`config.mk`:
```
export PLATFORM = sky130hd
export DESIGN_NAME = nibble_serial_adder
export DESIGN_NICKNAME = d
export VERILOG_FILES = /design/src/rtl/adder_pkg.sv /design/src/rtl/fulladder.sv /design/src/rtl/nibble_serial_adder.sv
export SDC_FILE = /design/constraint.sdc
export NUM_CORES = 1
export LEC_CHECK = 0
export CORE_MARGIN = 2
export CORE_UTILIZATION = 35
export CTS_CLUSTER_DIAMETER = 40
export CTS_CLUSTER_SIZE = 28
export DETAILED_ROUTE_END_ITERATION = 10
export GPL_TIMING_DRIVEN = 0
export SYNTH_ARGS = -nofsm -noshare
export SYNTH_HDL_FRONTEND = slang
export SYNTH_SLANG_ARGS = --single-unit
```
`constraint.sdc`:
```
create_clock -name clk -period 5.8 [get_ports clk]
set_clock_uncertainty 0.1 [all_clocks]
set_input_delay 0.58 -clock clk [delete_from_list [all_inputs] [get_ports clk]]
set_output_delay 0.58 -clock clk [all_outputs]
set_load 0.01 [all_outputs]
```
`src/rtl/adder_pkg.sv`:
```
// rtl/adder_pkg.sv - shared constants for the nibble-serial adder
package adder_pkg;

  localparam int NIB_W = 4;

  localparam logic [1:0] IDLE = 2'd0;
  localparam logic [1:0] RUN  = 2'd1;
  localparam logic [1:0] DONE = 2'd2;

endpackage

```
`src/rtl/fulladder.sv`:
```
// rtl/fulladder.sv - 4-bit combinational adder slice
module fulladder (
  input  logic [3:0] A,
  input  logic [3:0] B,
  input  logic       Ci,
  output logic [3:0] Z,
  output logic       Co
);

  assign {Co, Z} = {1'b0, A} + {1'b0, B} + {4'b0000, Ci};

endmodule

```
`src/rtl/nibble_serial_adder.sv`:
```
// rtl/nibble_serial_adder.sv - WIDTH-bit adder that reuses one 4-bit slice, LSB nibble first
module nibble_serial_adder
  import adder_pkg::*;
#(
  parameter int WIDTH = 16
) (
  input  logic             clk,
  input  logic             rst,
  input  logic             in_valid,
  output logic             in_ready,
  input  logic [WIDTH-1:0] a,
  input  logic [WIDTH-1:0] b,
  input  logic             cin,
  output logic             out_valid,
  input  logic             out_ready,
  output logic [WIDTH-1:0] sum,
  output logic             cout,
  output logic             ovf
);

  localparam int NIB   = WIDTH / NIB_W;
  localparam int IDX_W = (NIB > 1) ? $clog2(NIB) : 1;
  localparam logic [IDX_W-1:0] LAST = IDX_W'(NIB - 1);

  logic [1:0]       state;
  logic [WIDTH-1:0] a_r;
  logic [WIDTH-1:0] b_r;
  logic             carry_r;
  logic [IDX_W-1:0] idx;
  logic [3:0]       a_nib;
  logic [3:0]       b_nib;
  logic [3:0]       z;
  logic             co;

  assign in_ready  = (state == IDLE);
  assign out_valid = (state == DONE);

  always_comb begin
    a_nib = '0;
    b_nib = '0;
    for (int i = 0; i < NIB; i++) begin
      if (idx == IDX_W'(i)) begin
        a_nib = a_r[NIB_W*i +: NIB_W];
        b_nib = b_r[NIB_W*i +: NIB_W];
      end
    end
  end

  fulladder u_slice (
    .A  (a_nib),
    .B  (b_nib),
    .Ci (carry_r),
    .Z  (z),
    .Co (co)
  );

  always_ff @(posedge clk) begin
    if (rst) begin
      state   <= IDLE;
      a_r     <= '0;
      b_r     <= '0;
      carry_r <= 1'b0;
      idx     <= '0;
      sum     <= '0;
      cout    <= 1'b0;
      ovf     <= 1'b0;
    end else begin
      case (state)
        IDLE: begin
          if (in_valid) begin
            a_r     <= a;
            b_r     <= b;
            carry_r <= cin;
            idx     <= '0;
            state   <= RUN;
          end
        end
        RUN: begin
          for (int i = 0; i < NIB; i++) begin
            if (idx == IDX_W'(i)) sum[NIB_W*i +: NIB_W] <= z;
          end
          carry_r <= co;
          // idx parks on the last nibble instead of wrapping
          if (idx == LAST) begin
            cout  <= co;
            ovf   <= a_r[WIDTH-1] ^ b_r[WIDTH-1] ^ z[3] ^ co;
            state <= DONE;
          end else begin
            idx <= idx + 1'b1;
          end
        end
        DONE: begin
          if (out_ready) state <= IDLE;
        end
        default: state <= IDLE;
      endcase
    end
  end

endmodule

```
==> impl_summary.log <==
INFO  metric tritoncts_clock_tree = yes
INFO  metric synth_seq_cells = 55
INFO  metric run_status = finished clean
INFO  metric hold_path_cell_cnt = 2
INFO  metric grt_setup_unrepaired = no
INFO  metric grt_start_max_net_pins = 16
INFO  metric drt_wl_total = 6070 um
INFO  metric row_count = 30
INFO  metric critical-path-max-stage-delay = 0.43 ns
INFO  metric timing.final.hold_violations = 0
INFO  metric final_antenna_net_count = 0
INFO  metric cts_max_level = 2
INFO  metric max_cap_violations = 0
INFO  metric grt_util_all_layers = 16.4%
INFO  metric tightest_slew = 0.538 ns
INFO  metric finalWeightedCongestion = 0.754
INFO  metric cell_family_with_the_largest_share_of_critical_path_delay = compound AO/OA/AOI/OAI gates
INFO  metric crit_type = reg -> reg
INFO  metric min_clock_period_post_route = 3.46 ns
INFO  metric top_level_i_o_count = 57
INFO  metric first_pass_iters = 4
INFO  metric wl_per_cell = 12.9 um
INFO  metric portion_of_total_power_attributed_to_the_clock_network = 29.5%
INFO  metric number_of_endpoints_failing_setup_at_the_final_stage = 0
INFO  metric static-leakage-power = 1.19 nW
INFO  metric post_layout_net_count = 419
INFO  metric critical_path_buf_inv_count = 3
INFO  metric min_path_type = reg -> reg
INFO  metric drt-vias-per-instance = 4.81
INFO  metric hold_ws = 0.360 ns
INFO  metric post-route-drc-count = 0
INFO  metric root_buffer = sky130_fd_sc_hd__clkbuf_8
INFO  metric async_flop_share = 0%
INFO  metric endpoint_with_the_worst_hold_slack = a_r[8]
INFO  metric detailedPlacementHpwl = 4550 um
INFO  metric ys_top_cells_by_area = sky130_fd_sc_hd__dfxtp_1 (45%), sky130_fd_sc_hd__nand2_1 (12%), sky130_fd_sc_hd__a21oi_1 (11%)
INFO  metric library_cell_with_the_largest_summed_area_after_synthesis = sky130_fd_sc_hd__dfxtp_1
INFO  metric fin_util = 47.5%
INFO  metric worst_r2r_path_depth = 13
INFO  metric power.combinational.fraction = 18.4%
INFO  metric placed_cell_area = 3140 um2
INFO  metric synth_top_flop_cell = sky130_fd_sc_hd__dfxtp_1
INFO  metric crit-reg2reg-capture = ovf
INFO  metric ir_drop = 98.2 uV
INFO  metric tritoncts.num_buffers = 5
INFO  metric worst_slack = 2.34 ns
INFO  metric finalCritPeriodShare = 59.7%
INFO  metric synth-edff-count = 0
INFO  metric cp_data_arrival_time = 3.58 ns
INFO  metric worstPathRequired = 5.92 ns
INFO  metric sw_frac_of_total = 26.6%
INFO  metric critical_path.max_fanout = 10
INFO  metric die_area = 7750 um2
INFO  metric slowest_stage = sky130_fd_sc_hd__fa_1
INFO  metric first_global_vias = 2,097
INFO  metric post_layout_nonfiller_instances = 470
INFO  metric post-layout-total-power = 0.782 mW
INFO  metric timing.rr.start = idx[1]
INFO  metric cts_setup_buffers = 0
INFO  metric seq_power_share = 52.1%
INFO  metric postCtsHoldBufs = 0
INFO  metric cts.clk_slew.worst_paths = 0.10 ns
INFO  metric cellPowerDensity = 241 nW/um2
INFO  metric cts_resized = 0
INFO  metric insertion_delay = 0.30 ns
INFO  metric tns = 0 ns
INFO  metric drt_iter0_drc = 76
INFO  metric ys_top_cells_by_count = sky130_fd_sc_hd__nand2_1 (81), sky130_fd_sc_hd__a21oi_1 (55), sky130_fd_sc_hd__dfxtp_1 (55), sky130_fd_sc_hd__nor2_1 (18), sky130_fd_sc_hd__clkbuf_1 (14)
INFO  metric cp-end-kind = flip-flop
INFO  metric power.net_switching = 0.208 mW
INFO  metric die_width = 88.0 um
INFO  metric worstSetupStartpoint = idx[1]
INFO  metric initial_core_util = 36.2%
INFO  metric post-route-cell-area = 3240 um2
INFO  metric clockBufferDepth = 2
INFO  metric startpoint_type = flip-flop
INFO  metric synth.net_count = 357
INFO  metric first_pass_grt_wire_length = 9950 um
INFO  metric netlist_instances = 311
INFO  metric critical_path_cell_count = 13
INFO  metric mappedNetlistArea = 2470 um2
INFO  metric internal_power = 0.574 mW
INFO  metric coreArea = 6830 um2
INFO  metric synth_area_per_cell = 7.95 um2
INFO  metric numClockSinks = 55
INFO  metric r2r_setup_slack = 2.34 ns
INFO  metric dp_cells = 462
INFO  metric number_of_vias_after_detailed_routing = 2,263
INFO  metric netlist-cell-type-count = 36
INFO  metric num_antenna_cells = 0
INFO  metric port-buffer-count = 55
INFO  metric place_worst_setup_slack = 2.31 ns
INFO  metric fmaxAchievable = 289 MHz
INFO  metric dieHeight = 88.0 um
INFO  metric timing.slew.headroom = 64.1%
INFO  metric hold_path.startpoint = a_r[8]
INFO  metric antenna_found_initial = 0
INFO  metric worstPathCellList = inv_1 > ha_1 > clkbuf_1 > a221oi_1 > nor3_1 > a21oi_1 > fa_1 > inv_1 > fa_1 > a21o_2 > a211oi_1 > a211oi_2 > o41ai_2
INFO  metric netlist.area_leader.share = 44.6%
INFO  metric final_max_slew_viol_count = 0
INFO  metric ys.warnings.count = 0
INFO  metric final_layout_size_suffix_gt1_share = 5.35%
INFO  metric synth_most_common_cell = sky130_fd_sc_hd__nand2_1
INFO  metric nFillCells = 738
INFO  metric grt_overflow = 0
INFO  metric area_growth_syn_to_layout = 31.2%
INFO  metric seq_area_frac_synth = 44.6%
kinds of logic after synthesis:
family	synth area share [%]
AO/OA/AOI/OAI	19.7
XOR/XNOR	0.709
adder cells (fa/ha/maj)	5.16
buffers and inverters	4.76
flip-flops	44.6
multiplexers	1.22
AND/OR/NAND/NOR	23.8
worst max-delay path by stage:
| stage | to | slack (ns) |
|---|---|---|
| 3_3_place_gp | ovf | 2.38 |
| 4_1_cts | ovf | 2.30 |
| 6_report | ovf | 2.34 |
| 2_1_floorplan | ovf | 2.75 |
| 3_5_place_dp | ovf | 2.31 |
| 5_1_grt | ovf | 2.03 |
area by class of cell:
class | count | area (um2) | area share (%)
Sequential cell | 55 | 1100 | 34.0
Multi-Input combinational cell | 229 | 1250 | 38.6
Clock buffer | 8 | 100 | 3.09
Inverter | 4 | 15.0 | 0.463
Tap cell | 96 | 120 | 3.71
Timing Repair Buffer | 55 | 551 | 17.0
Buffer | 23 | 103 | 3.16
tightest hold or removal path, stage by stage (launching register included):
cell and delay, ns:
sky130_fd_sc_hd__dfxtp_1 0.32, sky130_fd_sc_hd__nand2_1 0.05, sky130_fd_sc_hd__a21oi_1 0.05
power by group through the flow:
stage / Clock [mW] / Combinational (mW) / Sequential (mW)
floorplan: 0 / 0.0852 / 0.415
global route: 0.248 / 0.160 / 0.410
detailed placement: 0 / 0.144 / 0.416
finish: 0.231 / 0.144 / 0.407
global placement: 0 / 0.142 / 0.416
CTS: 0.235 / 0.145 / 0.408
state kept, by name (all words and copies together), names as in the netlist:
signal,flops
cout,1
idx,2
carry_r,1
a_r,16
ovf,1
b_r,16
sum,16
state,2
per-layer routing:
| metal | track usage, % | up-vias | share of wire [%] |
|---|---|---|---|
| met1 | 22.2 | 1014 | 49 |
| met2 | 26.5 | 69 | 45 |
| met4 | 5.10 | 0 | 1.4 |
| met5 | 0 | - | 0 |
| li1 | - | 1170 | - |
| met3 | 2.92 | 10 | 4.9 |
placed cells by master, fill, tap and decap left out, types with 2 or more instances in the layout:
cell,n
sky130_fd_sc_hd__a211oi_1,12
sky130_fd_sc_hd__a21oi_1,55
sky130_fd_sc_hd__a221oi_1,2
sky130_fd_sc_hd__and2_1,4
sky130_fd_sc_hd__buf_2,4
sky130_fd_sc_hd__clkbuf_1,15
sky130_fd_sc_hd__clkbuf_2,3
sky130_fd_sc_hd__clkbuf_8,7
sky130_fd_sc_hd__clkdlybuf4s50_1,55
sky130_fd_sc_hd__dfxtp_1,55
sky130_fd_sc_hd__fa_1,2
sky130_fd_sc_hd__ha_1,7
sky130_fd_sc_hd__inv_1,4
sky130_fd_sc_hd__mux2i_1,3
sky130_fd_sc_hd__nand2_1,81
sky130_fd_sc_hd__nand2b_1,4
sky130_fd_sc_hd__nand3_1,5
sky130_fd_sc_hd__nand3b_1,7
sky130_fd_sc_hd__nor2_1,18
sky130_fd_sc_hd__nor2b_1,5
sky130_fd_sc_hd__nor3_1,3
sky130_fd_sc_hd__o21ai_0,6
sky130_fd_sc_hd__xnor2_1,2
No activity file was read; power rests on OpenSTA's default activity.
